$ cat config.mk
export PLATFORM = sky130hd
export DESIGN_NAME = serv_dbg_ctrl
export DESIGN_NICKNAME = d
export VERILOG_FILES = /design/src/rtl/serv_dbg_ctrl.sv
export SDC_FILE = /design/constraint.sdc
export NUM_CORES = 1
export LEC_CHECK = 0
export BUFFER_PORTS_ARGS = -buffer_cell sky130_fd_sc_hd__buf_4
export CAP_MARGIN = 20
export CELL_PAD_IN_SITES_DETAIL_PLACEMENT = 1
export CELL_PAD_IN_SITES_GLOBAL_PLACEMENT = 1
export CORE_MARGIN = 2
export CORE_UTILIZATION = 32
export DETAILED_ROUTE_END_ITERATION = 12
export PLACE_DENSITY = 0.74
export SETUP_SLACK_MARGIN = 0.3
export SYNTH_ARGS = -nofsm -noshare
export SYNTH_HDL_FRONTEND = slang
export SYNTH_SLANG_ARGS = --single-unit
$ cat constraint.sdc
create_clock -name clk -period 1.6 [get_ports clk]
set_input_delay 0.32 -clock clk [delete_from_list [all_inputs] [get_ports clk]]
set_output_delay 0.32 -clock clk [all_outputs]
set_load 0.01 [all_outputs]
$ cat src/rtl/serv_dbg_ctrl.sv
// serv_dbg_ctrl: debug halt/resume controller for the SERV core.
// Drains to an instruction boundary, then serially rewrites the PC.
//
// Ports:
//   clk, i_rst                 clock, synchronous active-high reset
//   i_dbg_halt_req/resume_req  level halt / resume requests
//   o_dbg_halted, o_dbg_err    halted status, one-cycle error pulse
//   i_dbg_pc_wr_valid/_ready   new-PC write handshake, i_dbg_pc value
//   o_dbg_pc_rd                PC captured at halt entry / after write
//   i_core_boundary            core is between instructions
//   i_ibus_adr                 current core PC
//   o_core_stall               blocks the next instruction fetch
//   o_dbg_active               core muxes the strobes below in
//   o_pc_en, o_debug_we        PC shift enable, debug write select
//   o_csr_pc                   serial new-PC bit, LSB first
//   o_cnt0, o_cnt2, o_cnt12to31 bit-position strobes
//
// Build option: define SERV_DBG_PC_READ_EN to keep the PC readback
// register; otherwise o_dbg_pc_rd is tied to zero.

module serv_dbg_ctrl #(
    parameter int unsigned DRAIN_TIMEOUT = 255
) (
    input  logic        clk,
    input  logic        i_rst,
    input  logic        i_dbg_halt_req,
    input  logic        i_dbg_resume_req,
    output logic        o_dbg_halted,
    output logic        o_dbg_err,
    input  logic        i_dbg_pc_wr_valid,
    output logic        o_dbg_pc_wr_ready,
    input  logic [31:0] i_dbg_pc,
    output logic [31:0] o_dbg_pc_rd,
    input  logic        i_core_boundary,
    input  logic [31:0] i_ibus_adr,
    output logic        o_core_stall,
    output logic        o_dbg_active,
    output logic        o_pc_en,
    output logic        o_debug_we,
    output logic        o_csr_pc,
    output logic        o_cnt0,
    output logic        o_cnt2,
    output logic        o_cnt12to31
);

    typedef enum logic [1:0] {
        S_RUN,
        S_DRAIN,
        S_HALTED,
        S_SHIFT
    } state_t;

    // Last DRAIN cycle index that still waits; the next miss aborts.
    localparam logic [7:0] DRAIN_LAST = 8'(DRAIN_TIMEOUT - 1);

    state_t      state;
    logic [4:0]  cnt;
    logic [7:0]  drain_cnt;
    logic [31:0] sreg;
    logic        err_q;
    logic        shifting;

    // Rotating right instead of plain shifting leaves the written
    // value back in sreg after 32 cycles, so no second copy is kept.
    logic [31:0] sreg_rot;
    assign sreg_rot = {sreg[0], sreg[31:1]};

`ifdef SERV_DBG_PC_READ_EN
    logic [31:0] pc_cap;
    assign o_dbg_pc_rd = pc_cap;
`else
    logic unused_ibus_adr;
    assign unused_ibus_adr = ^i_ibus_adr;
    assign o_dbg_pc_rd     = 32'h0;
`endif

    always_ff @(posedge clk) begin
        if (i_rst) begin
            state     <= S_RUN;
            cnt       <= 5'd0;
            drain_cnt <= 8'd0;
            sreg      <= 32'h0;
            err_q     <= 1'b0;
`ifdef SERV_DBG_PC_READ_EN
            pc_cap    <= 32'h0;
`endif
        end else begin
            err_q <= 1'b0;
            unique case (state)
                S_RUN: begin
                    if (i_dbg_halt_req) begin
                        state     <= S_DRAIN;
                        drain_cnt <= 8'd0;
                    end
                end
                S_DRAIN: begin
                    if (i_core_boundary) begin
                        state <= S_HALTED;
`ifdef SERV_DBG_PC_READ_EN
                        pc_cap <= i_ibus_adr;
`endif
                    end else begin
                        drain_cnt <= drain_cnt + 8'd1;
                        if (drain_cnt == DRAIN_LAST) begin
                            err_q <= 1'b1;
                            state <= S_RUN;
                        end
                    end
                end
                S_HALTED: begin
                    // A write wins over a same-cycle resume.
                    if (i_dbg_pc_wr_valid) begin
                        if (i_dbg_pc[1:0] == 2'b00) begin
                            sreg  <= i_dbg_pc;
                            cnt   <= 5'd0;
                            state <= S_SHIFT;
                        end else begin
                            err_q <= 1'b1;
                        end
                    end else if (i_dbg_resume_req) begin
                        state <= S_RUN;
                    end
                end
                S_SHIFT: begin
                    sreg <= sreg_rot;
                    cnt  <= cnt + 5'd1;
                    if (cnt == 5'd31) begin
                        state <= S_HALTED;
`ifdef SERV_DBG_PC_READ_EN
                        pc_cap <= sreg_rot;
`endif
                    end
                end
                default: state <= S_RUN;
            endcase
        end
    end

    // Everything below decodes registered state only.
    assign shifting          = (state == S_SHIFT);
    assign o_core_stall      = (state != S_RUN);
    assign o_dbg_halted      = (state == S_HALTED);
    assign o_dbg_pc_wr_ready = (state == S_HALTED);
    assign o_dbg_err         = err_q;
    assign o_dbg_active      = shifting;
    assign o_pc_en           = shifting;
    assign o_debug_we        = shifting;
    assign o_csr_pc          = shifting & sreg[0];
    assign o_cnt0            = shifting & (cnt == 5'd0);
    assign o_cnt2            = shifting & (cnt == 5'd2);
    assign o_cnt12to31       = shifting & (cnt >= 5'd12);

endmodule

==> results of run 1 <==
==> logic make-up after synthesis <==
family          synth area share
other cells              0.00131
buf+inv                    0.142
simple gates               0.141
xor+xnor                 0.00613
mux                        0.109
flops                      0.336
compound gates             0.216
fa+ha+maj                 0.0482
==> synth_stat cells (6+ instances only) <==
master	n
a211oi_2	30
ha_1	11
buf_2	6
dfxtp_1	48
buf_4	35
nand2_1	8
a21oi_1	16
inv_1	10
nor2_1	35
o21ai_0	9
mux2i_1	31
==> power by group through the flow <==
stage          sequential (mW)  combinational [mW]  clock, mW
6_report                  1.24               0.658       1.10
2_1_floorplan             1.26               0.305          0
5_1_grt                   1.24               0.705       1.17
3_3_place_gp              1.26               0.417          0
3_5_place_dp              1.27               0.427          0
4_1_cts                   1.24               0.579       1.11
==> final cells by class <==
| type | count | area, um^2 |
|---|---|---|
| tap | 108 | 135 |
| sequential | 48 | 970 |
| fill | 973 | 4330 |
| timing repair buffer | 98 | 1040 |
| inverter | 10 | 45.0 |
| clock inverter | 3 | 68.8 |
| clock buffer | 5 | 68.8 |
| multi-input combinational | 221 | 2020 |
==> registers in the layout, indices dropped and copies added, names as in the netlist <==
name and count:
drain_cnt 8, sreg 32, state 2, cnt 5
o_dbg_err 1
==> how the worst max path moves through the flow <==
stage	startpoint	to	slack, ns	depth (start not counted)
after floorplan	state[0]	sreg[10]	0.03	8
after global placement	state[1]	sreg[20]	-0.03	6
after detailed placement	state[1]	sreg[3]	-0.09	6
after CTS	state[1]	o_cnt2	-0.16	5
after global routing	state[0]	sreg[2]	-0.23	9
final	state[0]	sreg[2]	-0.18	9
==> metal layers <==
metal  wire (um)  part of all wire  up-vias
met2        5020              0.56       43
met3         239             0.027        9
li1            -                 -     1169
met5           0                 0        -
met1        3550              0.40     1234
met4          89             0.010        0
==> per-stage QoR <==
stage               hold WS (ns)  area (um^2)  power (mW)  worst slack (ns)  TNS, ns
floorplan                  0.432         3030        1.56            0.0304        0
global placement           0.444         3350        1.68           -0.0310   -0.493
detailed placement         0.468         3350        1.69           -0.0871    -1.79
CTS                        0.305         4100        2.93            -0.157    -4.52
global route               0.318         4340        3.12            -0.225    -7.57
finish                     0.317         4340        3.00            -0.176    -5.60
==> worst min-delay path, cell delays in order <==
cell     delay, ns
buf_4         0.08
a22oi_1       0.05
a21oi_1       0.14
==> cell usage in the layout (no fill, tap or decap), types with 9 or more instances in the layout <==
cell type | netlist | routed
mux2i_1 | 31 | 31
buf_6 | 5 | 24
a211oi_2 | 30 | 32
conb_1 | 1 | 32
nor2_4 | 0 | 17
nor2_1 | 35 | 9
nor2_2 | 1 | 10
a21oi_1 | 16 | 9
dfxtp_1 | 48 | 45
buf_4 | 35 | 61
==> timing repair <==
item	CTS	global route
resized for setup	84	41
cloned	5	2
pin swaps	29	25
hold buffers	0	0
buffers inserted	18	4
endpoints found under the setup margin	58	58
==> impl_metrics.json, run 1 <==
{
  "cp.required_ns": 1.83,
  "holdCritPathClass": "in -> reg",
  "tritoncts": "done",
  "hpwl_um": 4680,
  "synth_cells": 299,
  "ys_warn_count": 0,
  "grt_util_met3": 0.0270,
  "synthTopCellsByArea": "dfxtp_1 34%, a211oi_2 13%, mux2i_1 11%",
  "min_period_ns": 1.78,
  "r2r_start": "state[0]",
  "end_kind": "flop",
  "worstHoldStart": "i_dbg_pc[31]",
  "crit_type": "reg -> reg",
  "violations": "setup timing",
  "p_clk_frac": 0.367,
  "p_comb_frac": 0.219,
  "postRouteAntennaNets": 0,
  "routabilityCongestion": 0.743,
  "critPathMaxStageDelay_ns": 0.37,
  "finalSetupViolCount": 54,
  "outcome": "finished, violations left",
  "vdd_drop_max_mv": 0.444,
  "top_usage_layer": "met2",
  "core_area_um2": 8680,
  "syn_area_per_cell_um2": 9.56,
  "area_growth_pct": 52.0,
  "instances_no_fill": 493,
  "nNetsFinal": 465,
  "insertion_delay_ns": 0.31,
  "crit_fanout": 7,
  "power_density_nw_per_um2": 691,
  "cts_buffer_depth": 2,
  "ys_seq_area_frac": 0.336,
  "n_antenna_cell": 0,
  "synth-seq-cells": 48,
  "drtIter0Drc": 88,
  "yosysUniqueCellTypes": 45,
  "path_buf_inv": 4,
  "cp_data_arrival_time_ns": 2.01,
  "port_buffers": 48,
  "final_max_slew_viol_count": 0,
  "tightest_slew_ns": 0.532,
  "start_util": 0.329,
  "die_h_um": 98.5,
  "crit_top_cell": "buf_6",
  "hold_depth": 3,
  "vias_per_cell": 4.98,
  "fmax_ghz": 0.563,
  "synth-async-reset-ratio": 0,
  "drc": 0,
  "r2r_end": "sreg[2]",
  "slew_headroom": 0.646,
  "path_cells": "buf_6 -> inv_6 -> ha_4 -> and4bb_4 -> or2_4 -> buf_6 -> clkbuf_16 -> nor2_4 -> a211oi_2",
  "cts_num_sinks": 48,
  "hold_end": "sreg[31]",
  "fin_crit_sh": 1.11,
  "grt_max_degree": 34,
  "die_w_um": 98.5,
  "grt_pass1_wl_um": 13200,
  "wl_per_cell_um": 18.0,
  "setup_ws_ns": -0.176,
  "grt_pass1_vias": 2617,
  "timing.max_cap.violations": 0,
  "h-tree-depth": 2,
  "r2r_slack_ns": -0.18,
  "placementRows": 34,
  "p_int_mw": 2.18,
  "synth-main-ff-cell": "dfxtp_1",
  "synth-edff-count": 0,
  "rsz0062_at_grt": "true",
  "syn-cell-area_um2": 2860,
  "r2r_cells": 9,
  "synth_top_area_share": 0.336,
  "skew_ns": 0.00872,
  "met1_usage": 0.194,
  "dp.cells": 456,
  "antenna_found_initial": 0,
  "wirelength_um": 8900,
  "cpLargestDelayFamily": "buffers and inverters",
  "swShare": 0.275,
  "synth_area_leader_cell": "dfxtp_1",
  "dieArea_um2": 9700,
  "grt-ovfl-total": 0,
  "grt_usage": 0.169,
  "cp-start-kind": "flop",
  "grtUsageMet2": 0.332,
  "finalHoldViolCount": 0,
  "seq_power_share": 0.413,
  "cts.clk_slew.worst_paths_ns": 0.11,
  "final_util": 0.501,
  "switchingPower_mw": 0.825,
  "numCtsBuffers": 5,
  "via_count": 2455,
  "cpMaxStageDelayCell": "dfxtp_4",
  "cts-root-buf": "clkbuf_8",
  "leakage_nw": 1.59,
  "io_pins": 113,
  "first_pass_iters": 4,
  "drive_gt1_frac": 0.553
}
No activity file was read; power rests on OpenSTA's default activity.
==> inputs of run 2 (changes only) <==
--- a/config.mk
+++ b/config.mk
@@ -12,6 +12,7 @@
 export CORE_MARGIN = 2
 export CORE_UTILIZATION = 32
 export DETAILED_ROUTE_END_ITERATION = 12
+export MAX_ROUTING_LAYER = met4
 export PLACE_DENSITY = 0.74
 export SETUP_SLACK_MARGIN = 0.3
 export SYNTH_ARGS = -nofsm -noshare
==> run 2 against run 1 <==
Net effect: the run still ends with setup timing left; setup slack lost 0.027 ns; sequential power about the same; critical path depth is the same; core utilization decreased by 0.84 points; die area unchanged; wire length is 1.3% lower; hold slack improved by 0.0061 ns; clock power barely moved; via count down 0.49%; flip-flop and latch count unchanged; clock skew down 0.0024 ns; cell area shrank 1.7%; critical path type unchanged.
==> impl_metrics.json, run 2 (same netlist as run 1, synthesis figures left out) <==
{
  "via_count": 2443,
  "numCtsBuffers": 5,
  "vias_per_cell": 4.97,
  "reg_top3": "sreg: 32 flops, drain_cnt: 8 flops, cnt: 5 flops",
  "path_cells": "buf_6 -> inv_6 -> ha_4 -> and4bb_4 -> or2_4 -> buf_6 -> clkbuf_16 -> nor2_4 -> a211oi_2",
  "vdd_drop_max_mv": 0.441,
  "finalSetupViolCount": 54,
  "tritoncts": "done",
  "wl_per_cell_um": 17.9,
  "r2r_cells": 9,
  "end_kind": "flop",
  "crit_fanout": 7,
  "grt_max_degree": 34,
  "rsz0062_at_grt": "true",
  "drc": 0,
  "cts_buffer_depth": 2,
  "postRouteAntennaNets": 0,
  "routabilityCongestion": 0.752,
  "final_max_slew_viol_count": 0,
  "r2r_slack_ns": -0.20,
  "leakage_nw": 1.57,
  "p_int_mw": 2.17,
  "tns_ns": -5.89,
  "area_growth_pct": 49.5,
  "hold_depth": 3,
  "p_comb_frac": 0.216,
  "first_pass_iters": 4,
  "timing.max_cap.violations": 0,
  "dp.cells": 456,
  "antenna_found_initial": 0,
  "fin_crit_sh": 1.13,
  "hpwl_um": 4680,
  "cts-root-buf": "clkbuf_8",
  "drtIter0Drc": 59,
  "start_util": 0.329,
  "nNetsFinal": 464,
  "placementRows": 34,
  "finalHoldViolCount": 0,
  "cp_data_arrival_time_ns": 2.03,
  "wirelength_um": 8780,
  "grt_pass1_vias": 2613,
  "grt_usage": 0.174,
  "min_period_ns": 1.80,
  "insertion_delay_ns": 0.31,
  "switchingPower_mw": 0.817,
  "critPathMaxStageDelay_ns": 0.37,
  "cp-start-kind": "flop",
  "placed_cell_area_um2": 3350,
  "io_pins": 113,
  "p_clk_frac": 0.369,
  "grt_pass1_wl_um": 13300,
  "holdCritPathClass": "in -> reg",
  "final_common_cell": "buf_4",
  "tightest_slew_ns": 0.541,
  "port_buffers": 48,
  "cpMaxStageDelayCell": "dfxtp_4",
  "fin_area_um2": 4270,
  "core_area_um2": 8680,
  "whs_ns": 0.324,
  "hold_buffers": 0,
  "crit_top_cell": "buf_6",
  "violations": "setup timing",
  "cts_num_sinks": 48,
  "cp.required_ns": 1.83,
  "setup_ws_ns": -0.203,
  "die_h_um": 98.5,
  "worstHoldStart": "i_dbg_pc[31]",
  "die_w_um": 98.5,
  "h-tree-depth": 2,
  "seq_power_share": 0.416,
  "outcome": "finished, violations left",
  "swShare": 0.274,
  "grt-ovfl-total": 0,
  "hold_end": "sreg[31]",
  "slew_headroom": 0.640,
  "skew_ns": 0.00630,
  "drive_gt1_frac": 0.539,
  "fmax_ghz": 0.555,
  "power_mw": 2.98,
  "largest_register_ff_count": 32,
  "crit_type": "reg -> reg",
  "dieArea_um2": 9700,
  "r2r_end": "sreg[2]",
  "power_density_nw_per_um2": 698,
  "cts.clk_slew.worst_paths_ns": 0.10,
  "final_cell_mix": "62 x buf_4, 45 x dfxtp_1, 32 x conb_1",
  "n_antenna_cell": 0,
  "instances_no_fill": 492,
  "largest-register": "sreg",
  "r2r_start": "state[0]"
}
[run 2: routing by layer]
layer | routed length [um] | GRT usage | up-vias
met5 | 0 | - | -
met4 | 83 | 0.0253 | 0
met3 | 237 | 0.0262 | 9
met2 | 4890 | 0.332 | 49
met1 | 3570 | 0.194 | 1217
li1 | - | - | 1168
[run 2: how the worst max path moves through the flow]
stage	startpoint	to	slack [ns]
after floorplan	state[0]	sreg[10]	0.03
after global placement	state[1]	sreg[20]	-0.03
after detailed placement	state[1]	sreg[3]	-0.09
after CTS	state[1]	o_cnt2	-0.16
after global routing	state[0]	sreg[2]	-0.25
final	state[0]	sreg[2]	-0.20
[run 2: power by group through the flow]
stage          Sequential [mW]  Clock (mW)  Combinational (mW)
5_1_grt                   1.24        1.17               0.688
3_5_place_dp              1.27           0               0.427
6_report                  1.24        1.10               0.643
2_1_floorplan             1.26           0               0.305
4_1_cts                   1.24        1.11               0.579
3_3_place_gp              1.26           0               0.417
[run 2: cell type report]
class,count,area [um^2]
multi-input cells,221,1980
flip-flops and latches,48,970
fillers,966,4410
clock inverters,3,68.8
clock buffers,5,68.8
repair buffers,97,1010
well taps,108,135
inverters,10,45.0
[run 2: timing repair]
item	in CTS	in global routing
gates resized for setup	84	32
endpoints found under the setup margin	58	58
pin swaps	29	21
buffers inserted	18	4
cloned	5	1
[run 2: worst max-delay path: cells and delay by family, from the launching register on]
kind | cells | cell delay, ns
DFF | 1 | 0.37
buffers and inverters | 4 | 0.50
AOI/OAI and AO/OA | 1 | 0.23
adders and majority gates | 1 | 0.17
and+or+nand+nor | 3 | 0.47
[run 2: metrics by stage]
step / util / setup WS (ns)
5_1_grt: 0.492 / -0.253
3_5_place_dp: 0.386 / -0.0871
4_1_cts: 0.472 / -0.157
2_1_floorplan: - / 0.0304
3_3_place_gp: 0.386 / -0.0310
6_report: 0.492 / -0.203
==> inputs of run 3 (changes only) <==
--- a/config.mk
+++ b/config.mk
@@ -10,10 +10,11 @@
 export CELL_PAD_IN_SITES_DETAIL_PLACEMENT = 1
 export CELL_PAD_IN_SITES_GLOBAL_PLACEMENT = 1
 export CORE_MARGIN = 2
-export CORE_UTILIZATION = 32
+export CORE_UTILIZATION = 33
+export CTS_BUF_LIST = sky130_fd_sc_hd__clkbuf_4
 export DETAILED_ROUTE_END_ITERATION = 12
 export MAX_ROUTING_LAYER = met4
-export PLACE_DENSITY = 0.74
+export PLACE_DENSITY = 0.76
 export SETUP_SLACK_MARGIN = 0.3
 export SYNTH_ARGS = -nofsm -noshare
 export SYNTH_HDL_FRONTEND = slang
==> run 3 against run 2 <==
Net effect: largest power group unchanged; wire length down 14%; the flow still finishes with violations (setup timing); cell area down 6.4%; first-iteration DRC count is 31% higher; cell count decreased by 2.8%; sequential power is essentially flat; largest cell class unchanged; core utilization decreased by 1.1 points; flip-flop and latch count is the same.
==> impl_metrics.json, run 3 (same netlist as run 1, synthesis figures left out) <==
{
  "switchingPower_mw": 0.728,
  "setup_ws_ns": -0.156,
  "skew_ns": 0.0109,
  "final_util": 0.482,
  "finalSetupViolCount": 50,
  "antenna_found_initial": 0,
  "critPathMaxStageDelay_ns": 0.39,
  "power_density_nw_per_um2": 634,
  "reg_top3": "sreg: 32 flops, drain_cnt: 8 flops, cnt: 5 flops",
  "vias_per_cell": 4.89,
  "ff_latch_area_um2": 968,
  "largest_register_ff_count": 32,
  "timing.max_cap.violations": 0,
  "grt_pass1_vias": 2431,
  "die_h_um": 97.1,
  "cp.required_ns": 1.90,
  "insertion_delay_ns": 0.37,
  "crit_type": "reg -> reg",
  "largest-register": "sreg",
  "crit_fanout": 6,
  "drc": 0,
  "final_common_cell": "buf_4",
  "min_period_ns": 1.76,
  "whs_ns": 0.203,
  "io_pins": 113,
  "seq_power_share": 0.490,
  "cp-start-kind": "flop",
  "fillers": 911,
  "port_buffers": 48,
  "first_pass_iters": 5,
  "cpMaxStageDelayCell": "dfxtp_4",
  "wl_per_cell_um": 15.8,
  "path_cells": "buf_6 -> inv_8 -> ha_4 -> and4bb_4 -> buf_6 -> nor2_2 -> or3_4 -> a211oi_2",
  "outcome": "finished, violations left",
  "leakage_nw": 1.47,
  "p_comb_frac": 0.209,
  "fin_crit_sh": 1.10,
  "final_max_slew_viol_count": 0,
  "p_int_mw": 1.81,
  "rsz0062_at_grt": "true",
  "via_count": 2338,
  "finalHoldViolCount": 0,
  "start_util": 0.344,
  "hold_depth": 3,
  "drive_gt1_frac": 0.491,
  "holdCritPathClass": "in -> reg",
  "n_antenna_cell": 0,
  "r2r_cells": 8,
  "vdd_drop_max_mv": 0.379,
  "drtIter0Drc": 77,
  "fmax_ghz": 0.570,
  "hpwl_um": 4880,
  "grt_max_degree": 37,
  "placementRows": 33,
  "dp.cells": 453,
  "cp_data_arrival_time_ns": 2.06,
  "grt-ovfl-total": 0,
  "tritoncts": "done",
  "h-tree-depth": 2,
  "grt_pass1_wl_um": 11900,
  "wirelength_um": 7550,
  "violations": "setup timing",
  "numCtsBuffers": 5,
  "p_clk_frac": 0.301,
  "cts.clk_slew.worst_paths_ns": 0.16,
  "die_w_um": 97.1,
  "core_area_um2": 8300,
  "cts-root-buf": "clkbuf_4",
  "crit_top_cell": "buf_6",
  "nNetsFinal": 453,
  "grt_usage": 0.155,
  "cts_buffer_depth": 2,
  "cts_num_sinks": 48,
  "swShare": 0.287,
  "end_kind": "flop",
  "final_cell_mix": "61 x buf_4, 46 x dfxtp_1, 32 x a211oi_2, 32 x conb_1, 31 x mux2i_1",
  "postRouteAntennaNets": 0,
  "dieArea_um2": 9420,
  "area_growth_pct": 39.8,
  "routabilityCongestion": 0.762,
  "multi_input_area_um2": 1930,
  "instances_no_fill": 478
}
## run 3: metal layers
metal | up-vias | share of wire | GRT usage
li1 | 1142 | - | -
met1 | 1144 | 0.43 | 0.180
met2 | 47 | 0.53 | 0.277
met3 | 5 | 0.032 | 0.0266
met4 | 0 | 0.0068 | 0.0390
met5 | - | 0 | -
## run 3: worst paths after layout
kind                                 end         start  slack (ns)
worst min register to register  sreg[31]      sreg[31]        0.49
worst max register to register    cnt[3]      state[0]       -0.16
worst min-delay path            sreg[31]  i_dbg_pc[31]        0.20
worst max-delay path              cnt[3]      state[0]       -0.16
## run 3: timing repair
item	4_1_cts	5_1_grt
hold buffers	0	0
pin swaps	11	32
buffers inserted	9	2
endpoints found under the setup margin	58	58
cloned	1	5
gates resized for setup	41	49
## run 3: worst max-delay path: cells and delay by family (launching register included)
family / cells / cell delay (ns)
buffers and inverters: 3 / 0.30
AOI/OAI and AO/OA: 1 / 0.17
and+or+nand+nor: 3 / 0.66
DFF: 1 / 0.39
adders and majority gates: 1 / 0.17
## run 3: power by group through the flow
stage	clock network [mW]	registers (mW)	logic, mW
2_1_floorplan	0	1.26	0.305
3_3_place_gp	0	1.26	0.409
3_5_place_dp	0	1.27	0.422
4_1_cts	0.802	1.24	0.488
5_1_grt	0.838	1.25	0.576
6_report	0.763	1.24	0.530
## run 3: layout make-up
cell class                      instances  share of cell area
Inverter                               10              0.0119
Clock inverter                          3              0.0116
Clock buffer                            5             0.00939
Timing Repair Buffer                   85               0.210
Sequential cell                        48               0.242
Multi-Input combinational cell        222               0.482
Tap cell                              105              0.0329
## run 3: metrics by stage
step,area (um^2),power (mW),TNS (ns),setup WS (ns)
after floorplan,3030,1.56,0,0.0304
after CTS,3700,2.53,-7.53,-0.240
final,4000,2.54,-4.48,-0.156
after global routing,4000,2.66,-8.41,-0.228
after global placement,3360,1.67,-0.599,-0.0458
after detailed placement,3360,1.69,-3.34,-0.137
